## src/rtl/koa_mult_pipe_pkg.sv

```systemverilog
// koa_mult_pipe_pkg: shared constants and split-width helpers for the KOA multiplier
//   KOA_LATENCY  fixed pipeline latency in cycles
//   KOA_SW_MIN/MAX  legal operand width range
//   koa_lo/koa_hi   low (ceil) and high (floor) halves of a width
package koa_mult_pipe_pkg;
   localparam int KOA_LATENCY = 3;
   localparam int KOA_SW_MIN = 4;
   localparam int KOA_SW_MAX = 64;
   function automatic int koa_lo(input int w);
      return (w + 1) / 2;
   endfunction
   function automatic int koa_hi(input int w);
      return w / 2;
   endfunction
endpackage

```

## src/rtl/koa_mult_pipe_if.sv

```systemverilog
// koa_mult_pipe_if: request/response handshake bundle of the KOA multiplier
//   data_a, data_b  operands (SW bits)
//   signed_mode     1 = two's-complement operands
//   req_valid/req_ready  operand handshake
//   data_s          product (2*SW bits)
//   rsp_valid/rsp_ready  product handshake
interface koa_mult_pipe_if #(parameter int SW = 24);
   logic [SW-1:0] data_a;
   logic [SW-1:0] data_b;
   logic signed_mode;
   logic req_valid;
   logic req_ready;
   logic [2*SW-1:0] data_s;
   logic rsp_valid;
   logic rsp_ready;
   modport master (output data_a, data_b, signed_mode, req_valid, rsp_ready,
                   input req_ready, data_s, rsp_valid);
   modport slave (input data_a, data_b, signed_mode, req_valid, rsp_ready,
                  output req_ready, data_s, rsp_valid);
endinterface

```

## src/rtl/koa_mult_pipe_core.sv

```systemverilog
// koa_core: purely combinational recursive Karatsuba-Ofman unsigned multiplier
//   a, b  unsigned operands (SW bits)
//   p     full product (2*SW bits)
module koa_core
   import koa_mult_pipe_pkg::*;
#(
   parameter int SW = 12,
   parameter int LEVELS = 1
) (
   input  logic [SW-1:0] a,
   input  logic [SW-1:0] b,
   output logic [2*SW-1:0] p
);
   localparam int W2 = 2 * SW;
   if (LEVELS == 0 || SW < 4) begin : g_leaf
      assign p = W2'(a) * W2'(b);
   end else begin : g_split
      localparam int L = koa_lo(SW);
      localparam int H = koa_hi(SW);
      logic [L:0] sum_a;
      logic [L:0] sum_b;
      logic [2*H-1:0] q_left;
      logic [2*L-1:0] q_right;
      logic [2*L+1:0] q_mid;
      logic [2*L+1:0] mid;
      assign sum_a = (L+1)'(a[L-1:0]) + (L+1)'(a[SW-1:L]);
      assign sum_b = (L+1)'(b[L-1:0]) + (L+1)'(b[SW-1:L]);
      koa_core #(.SW(H), .LEVELS(LEVELS-1)) u_left (.a(a[SW-1:L]), .b(b[SW-1:L]), .p(q_left));
      koa_core #(.SW(L), .LEVELS(LEVELS-1)) u_right (.a(a[L-1:0]), .b(b[L-1:0]), .p(q_right));
      koa_core #(.SW(L+1), .LEVELS(LEVELS-1)) u_mid (.a(sum_a), .b(sum_b), .p(q_mid));
      assign mid = q_mid - (2*L+2)'(q_left) - (2*L+2)'(q_right);
      assign p = (W2'(q_left) << (2*L)) + (W2'(mid) << L) + W2'(q_right);
   end
endmodule

```

## src/rtl/koa_mult_pipe.sv

```systemverilog
// koa_mult_pipe: 3-stage pipelined signed/unsigned Karatsuba-Ofman multiplier with valid/ready
//   clk  rising-edge clock
//   rst  asynchronous active-high reset
//   bus  koa_mult_pipe_if.slave: operands/mode in, product out, both handshaked
module koa_mult_pipe
   import koa_mult_pipe_pkg::*;
#(
   parameter int SW = 24,
   parameter int LEVELS = 1
) (
   input logic clk,
   input logic rst,
   koa_mult_pipe_if.slave bus
);
   localparam int L = koa_lo(SW);
   localparam int H = koa_hi(SW);
   localparam int W2 = 2 * SW;
   if (SW < KOA_SW_MIN || SW > KOA_SW_MAX) begin : g_bad_sw
      $error("koa_mult_pipe: SW=%0d outside legal range", SW);
   end
   logic adv;
   logic s_a;
   logic s_b;
   logic [SW-1:0] abs_a;
   logic [SW-1:0] abs_b;
   logic [SW-1:0] mag_a;
   logic [SW-1:0] mag_b;
   logic neg1;
   logic v1;
   logic [L:0] sum_a;
   logic [L:0] sum_b;
   logic [2*H-1:0] q_left;
   logic [2*L-1:0] q_right;
   logic [2*L+1:0] q_mid;
   logic [2*H-1:0] q_left_r;
   logic [2*L-1:0] q_right_r;
   logic [2*L+1:0] q_mid_r;
   logic neg2;
   logic v2;
   logic [2*L+1:0] mid;
   logic [W2-1:0] prod;
   logic [W2-1:0] data_s;
   logic rsp_valid;
   // All stages move together; a stalled output freezes the whole pipe.
   assign adv = !rsp_valid || bus.rsp_ready;
   assign bus.req_ready = adv;
   assign bus.data_s = data_s;
   assign bus.rsp_valid = rsp_valid;
   // Magnitudes fit in SW unsigned bits, including -2^(SW-1).
   always_comb begin
      s_a = bus.signed_mode & bus.data_a[SW-1];
      s_b = bus.signed_mode & bus.data_b[SW-1];
      abs_a = s_a ? -bus.data_a : bus.data_a;
      abs_b = s_b ? -bus.data_b : bus.data_b;
   end
   assign sum_a = (L+1)'(mag_a[L-1:0]) + (L+1)'(mag_a[SW-1:L]);
   assign sum_b = (L+1)'(mag_b[L-1:0]) + (L+1)'(mag_b[SW-1:L]);
   koa_core #(.SW(H), .LEVELS(LEVELS)) u_left (.a(mag_a[SW-1:L]), .b(mag_b[SW-1:L]), .p(q_left));
   koa_core #(.SW(L), .LEVELS(LEVELS)) u_right (.a(mag_a[L-1:0]), .b(mag_b[L-1:0]), .p(q_right));
   koa_core #(.SW(L+1), .LEVELS(LEVELS)) u_mid (.a(sum_a), .b(sum_b), .p(q_mid));
   // Modular 2*SW arithmetic: the true product always fits, so truncation is exact.
   always_comb begin
      mid = q_mid_r - (2*L+2)'(q_left_r) - (2*L+2)'(q_right_r);
      prod = (W2'(q_left_r) << (2*L)) + (W2'(mid) << L) + W2'(q_right_r);
   end
   always_ff @(posedge clk or posedge rst) begin
      if (rst) begin
         mag_a <= '0;
         mag_b <= '0;
         neg1 <= 1'b0;
         v1 <= 1'b0;
         q_left_r <= '0;
         q_right_r <= '0;
         q_mid_r <= '0;
         neg2 <= 1'b0;
         v2 <= 1'b0;
         data_s <= '0;
         rsp_valid <= 1'b0;
      end else if (adv) begin
         mag_a <= abs_a;
         mag_b <= abs_b;
         neg1 <= s_a ^ s_b;
         v1 <= bus.req_valid;
         q_left_r <= q_left;
         q_right_r <= q_right;
         q_mid_r <= q_mid;
         neg2 <= neg1;
         v2 <= v1;
         data_s <= neg2 ? -prod : prod;
         rsp_valid <= v2;
      end
   end
endmodule

```

## src/flat_wrapper.sv

```systemverilog
// flat-port wrapper written by rule: the top's interface ports become plain ports
module koa_mult_pipe_flat import koa_mult_pipe_pkg::*;
#(
   parameter int SW = 24,
   parameter int LEVELS = 1
)
  (clk, rst, bus_data_a, bus_data_b, bus_signed_mode, bus_req_valid, bus_rsp_ready, bus_req_ready, bus_data_s, bus_rsp_valid);
  koa_mult_pipe_if #(.SW(SW)) bus_i ();
  input logic clk;
  input logic rst;
  input wire logic [$bits(bus_i.data_a)-1:0] bus_data_a;
  input wire logic [$bits(bus_i.data_b)-1:0] bus_data_b;
  input wire logic [$bits(bus_i.signed_mode)-1:0] bus_signed_mode;
  input wire logic [$bits(bus_i.req_valid)-1:0] bus_req_valid;
  input wire logic [$bits(bus_i.rsp_ready)-1:0] bus_rsp_ready;
  output wire logic [$bits(bus_i.req_ready)-1:0] bus_req_ready;
  output wire logic [$bits(bus_i.data_s)-1:0] bus_data_s;
  output wire logic [$bits(bus_i.rsp_valid)-1:0] bus_rsp_valid;
  assign bus_i.data_a = bus_data_a;
  assign bus_i.data_b = bus_data_b;
  assign bus_i.signed_mode = bus_signed_mode;
  assign bus_i.req_valid = bus_req_valid;
  assign bus_i.rsp_ready = bus_rsp_ready;
  assign bus_req_ready = bus_i.req_ready;
  assign bus_data_s = bus_i.data_s;
  assign bus_rsp_valid = bus_i.rsp_valid;
  koa_mult_pipe #(.SW(SW), .LEVELS(LEVELS)) u_core (.clk(clk), .rst(rst), .bus(bus_i));
endmodule
```

## config.mk

```make
export PLATFORM = sky130hd
export DESIGN_NAME = koa_mult_pipe_flat
export DESIGN_NICKNAME = d
export VERILOG_FILES = /design/src/rtl/koa_mult_pipe_pkg.sv /design/src/rtl/koa_mult_pipe_if.sv /design/src/rtl/koa_mult_pipe_core.sv /design/src/rtl/koa_mult_pipe.sv /design/src/flat_wrapper.sv
export SDC_FILE = /design/constraint.sdc
export NUM_CORES = 2
export LEC_CHECK = 0
export ABC_AREA = 1
export CAP_MARGIN = 20
export CORE_AREA = 2 2 181 272
export DETAILED_ROUTE_END_ITERATION = 7
export DIE_AREA = 0 0 183 274
export PLACE_DENSITY = 0.83
export SYNTH_ARGS = -nofsm -noshare
export SYNTH_HDL_FRONTEND = slang
export SYNTH_SLANG_ARGS = --single-unit
```

## constraint.sdc

```tcl
create_clock -name clk -period 14.79 [get_ports clk]
set_input_delay 1.479 -clock clk [delete_from_list [all_inputs] [get_ports clk]]
set_output_delay 1.479 -clock clk [all_outputs]
set_load 0.01 [all_outputs]
```

==> metrics.cfg <==
[worst_setup_path]
end_kind = flip-flop
worstSetupStartpointType = flip-flop
cpPeakStageDelay_ns = 0.60
crit_top_cell = inv_1
crit_slowest_cell = dfrtp_1
cp_num_buf_inv = 11
critical_path_arrival_ns = 12.02
critPathKind = reg2reg
crit_fanout = 10
crit_cells = 50
cp_data_required_time_ns = 15.17
critical_path.top_delay_family = adder cells
reg2reg_depth = 50

[clock_network]
insertion_delay_ns = 0.49
cts_resized = 0
h-tree-depth = 4
clock-sinks = 175
cts_tree = yes
clk_pin_slew_worst_paths_ns = 0.08
hold_buffers = 0
numCtsBuffers = 17
cts_root_buf = clkbuf_16
clk_path_buf_depth = 2
cts_setup_buffers = 0

[yosys]
synth_top_family_by_area = adder cells
synth-compound-area-share = 0.08822
yosysTopAreaCellShare = 0.1946
ys_types = 48
yosysSeqAreaShare = 0.1419
synth_nets = 5044
yosysTopAreaCell = fa_1
syn_area_mm2 = 0.03086
synth_xor_xnor_area_share = 0.06329
synth.yosys.warnings = 0
yosys.area_share.adder = 0.3600
synth_mux_area_frac = 0
synthSimpleGateAreaFrac = 0.2297
synth_cells = 4283
ys_ff_latch = 175
yosys-top-cells-area = fa_1 (19%), ha_1 (17%), dfrtp_1 (14%)
syn_area_per_cell_um2 = 7.206

[flow_run]
maxCapViolCount = 0

[detailed_routing]
viasPerCell = 5.537
firstDrtPassIters = 6
drc = 0
wl_mm = 87.09
wl_per_cell_um = 17.50
drtIter0Drc = 1603
via_count = 27560
antenna_left = 0

[timing]
setup_viol = 0
max_freq_mhz = 85.91
slew_violations = 0
fin_tns_setup_ns = 0
clock_skew_ns = 0.01335
slew_headroom = 0.2584
fin_crit_sh = 0.7870
rsz0062_at_grt = false
hold_violations = 0
worst-slew-pin-transition_ns = 1.112
finalCriticalPeriod_ns = 11.64

[placement]
dp_hpwl_mm = 73.98
gp_congestion = 1.002
place_area_mm2 = 0.03252
dp.cells = 4946
port_buffers = 102

[grt]
grt_max_degree = 265
grt_pass1_vias = 28260
antenna_found_initial = 0
grt_overflow = 0
grt_pass1_wl_mm = 139.8
grt_usage = 0.3602

[floorplan]
core_area_mm2 = 0.04806
die_w_um = 183
start_util = 0.6421
die_y_um = 274
dieArea_mm2 = 0.05014
ioPinCount = 103
std_cell_rows = 99

[run_status]
outcome = finished, final reports clean

[finish]
drive_gt1_frac = 0.02928
diodes = 0
fin_nets = 5120
fin_area_mm2 = 0.03315
utilization = 0.6897
instances_no_fill = 4978
syn_to_final_growth_pct = 7.403

[hold_path]
hold_class = reg2reg
min_path_cells = 2

[final cells by class]
type,count,area (µm²)
clock buffers,17,425.4
clock inverters,15,205.2
fillers,4169,14910
inverters,909,3418
multi-input cells,3148,22880
flip-flops and latches,175,4379
well taps,606,758.2
repair buffers,108,1079
[synth_stat cells, drive strengths merged]
cell type  instances
nand2           1067
nand4             25
a211oi             3
o21a               3
o2bb2ai            1
a21oi            216
o21ai            208
a221o              1
a22o               1
o311ai             1
xor2             159
and2               6
clkbuf            46
inv              907
nor4               4
dfrtp            175
xnor2             64
o21bai            27
fa               300
a31oi             22
ha               408
nand3b            12
nor3b              1
clkinv             2
or2               29
o211ai             9
o221ai             2
o22ai              3
buf                5
nor2             357
nand3            181
nor3              29
a21o               4
o31ai              4
a21boi             1
[worst reg2reg max path, delay by kind of cell (launching register included)]
kind / cells / cell delay [ns]
flops: 1 / 0.60
simple gates: 16 / 1.95
xor+xnor: 2 / 0.33
compound gates: 8 / 1.71
fa+ha+maj: 13 / 6.11
buf+inv: 11 / 0.81
[per-layer routing]
metal	vias to the layer above	wire, µm	track usage	part of all wire
met5	-	0	0	0
met4	0	7800	0.2802	0.090
met3	367	3732	0.05034	0.043
met2	842	44230	0.6605	0.51
met1	12930	31330	0.3663	0.36
li1	13420	-	-	-
[metrics by stage]
| step | hold WS, ns | worst slack, ns |
|---|---|---|
| 6_report | 0.4716 | 3.150 |
| 5_1_grt | 0.4867 | 2.386 |
| 4_1_cts | 0.4680 | 3.250 |
| 3_5_place_dp | 0.4502 | 3.275 |
| 2_1_floorplan | 0.4198 | 4.035 |
| 3_3_place_gp | 0.4572 | 3.465 |
[kinds of logic (layout without fill, tap and decap cells)]
kind of cell / count (synthesis) / in the layout
xor gates and xnor gates: 223 / 223
and+or+nand+nor: 1711 / 1711
buffers and inverters: 960 / 1049
AOI/OAI and AO/OA: 506 / 506
DFF: 175 / 175
adders and majority gates: 708 / 708
[placed cells by master, fill, tap and decap left out, types with 17 or more instances in the layout]
master,netlist,layout
nor3_1,27,27
nor2_1,345,344
a21oi_1,214,214
inv_1,894,893
a31oi_1,22,22
ha_1,408,408
xor2_1,159,159
o21ai_0,207,207
dfrtp_1,175,175
nand2_1,1046,1046
clkbuf_16,0,17
nand4_1,24,24
or2_2,29,29
fa_1,300,300
xnor2_1,64,64
nand3_1,175,175
clkdlybuf4s50_1,0,102
nand2_2,17,17
o21bai_1,27,27
[sequential cells by signal, indices dropped and copies added, names as in the netlist]
| register | count |
|---|---|
| u_core.mag_b | 24 |
| u_core.mag_a | 24 |
| u_core.bus.data_s | 48 |
| u_core.bus.rsp_valid | 1 |
| u_core.q_left_r | 24 |
| u_core.q_mid_r | 26 |
| u_core.v1 | 1 |
| u_core.neg1 | 1 |
| u_core.q_right_r | 24 |
| u_core.neg2 | 1 |
| u_core.v2 | 1 |
[final timing paths]
kind                                             start                          endpoint  slack, ns
setup / recovery           u_core.mag_b[1]$_DFFE_PP0P_    u_core.q_mid_r[25]$_DFFE_PP0P_       3.15
hold / removal                   u_core.v2$_DFFE_PP0P_  u_core.bus.rsp_valid$_DFFE_PP0P_       0.47
setup reg to reg           u_core.mag_b[1]$_DFFE_PP0P_    u_core.q_mid_r[25]$_DFFE_PP0P_       3.15
hold reg to reg                  u_core.v2$_DFFE_PP0P_  u_core.bus.rsp_valid$_DFFE_PP0P_       0.47
max in group asynchronous                          rst    u_core.q_mid_r[23]$_DFFE_PP0P_      11.76
min in group asynchronous                          rst  u_core.bus.data_s[0]$_DFFE_PP0P_       1.54
Power is not shown: default switching activity piles up to over one toggle a cycle in this logic, so the estimate is an artifact.
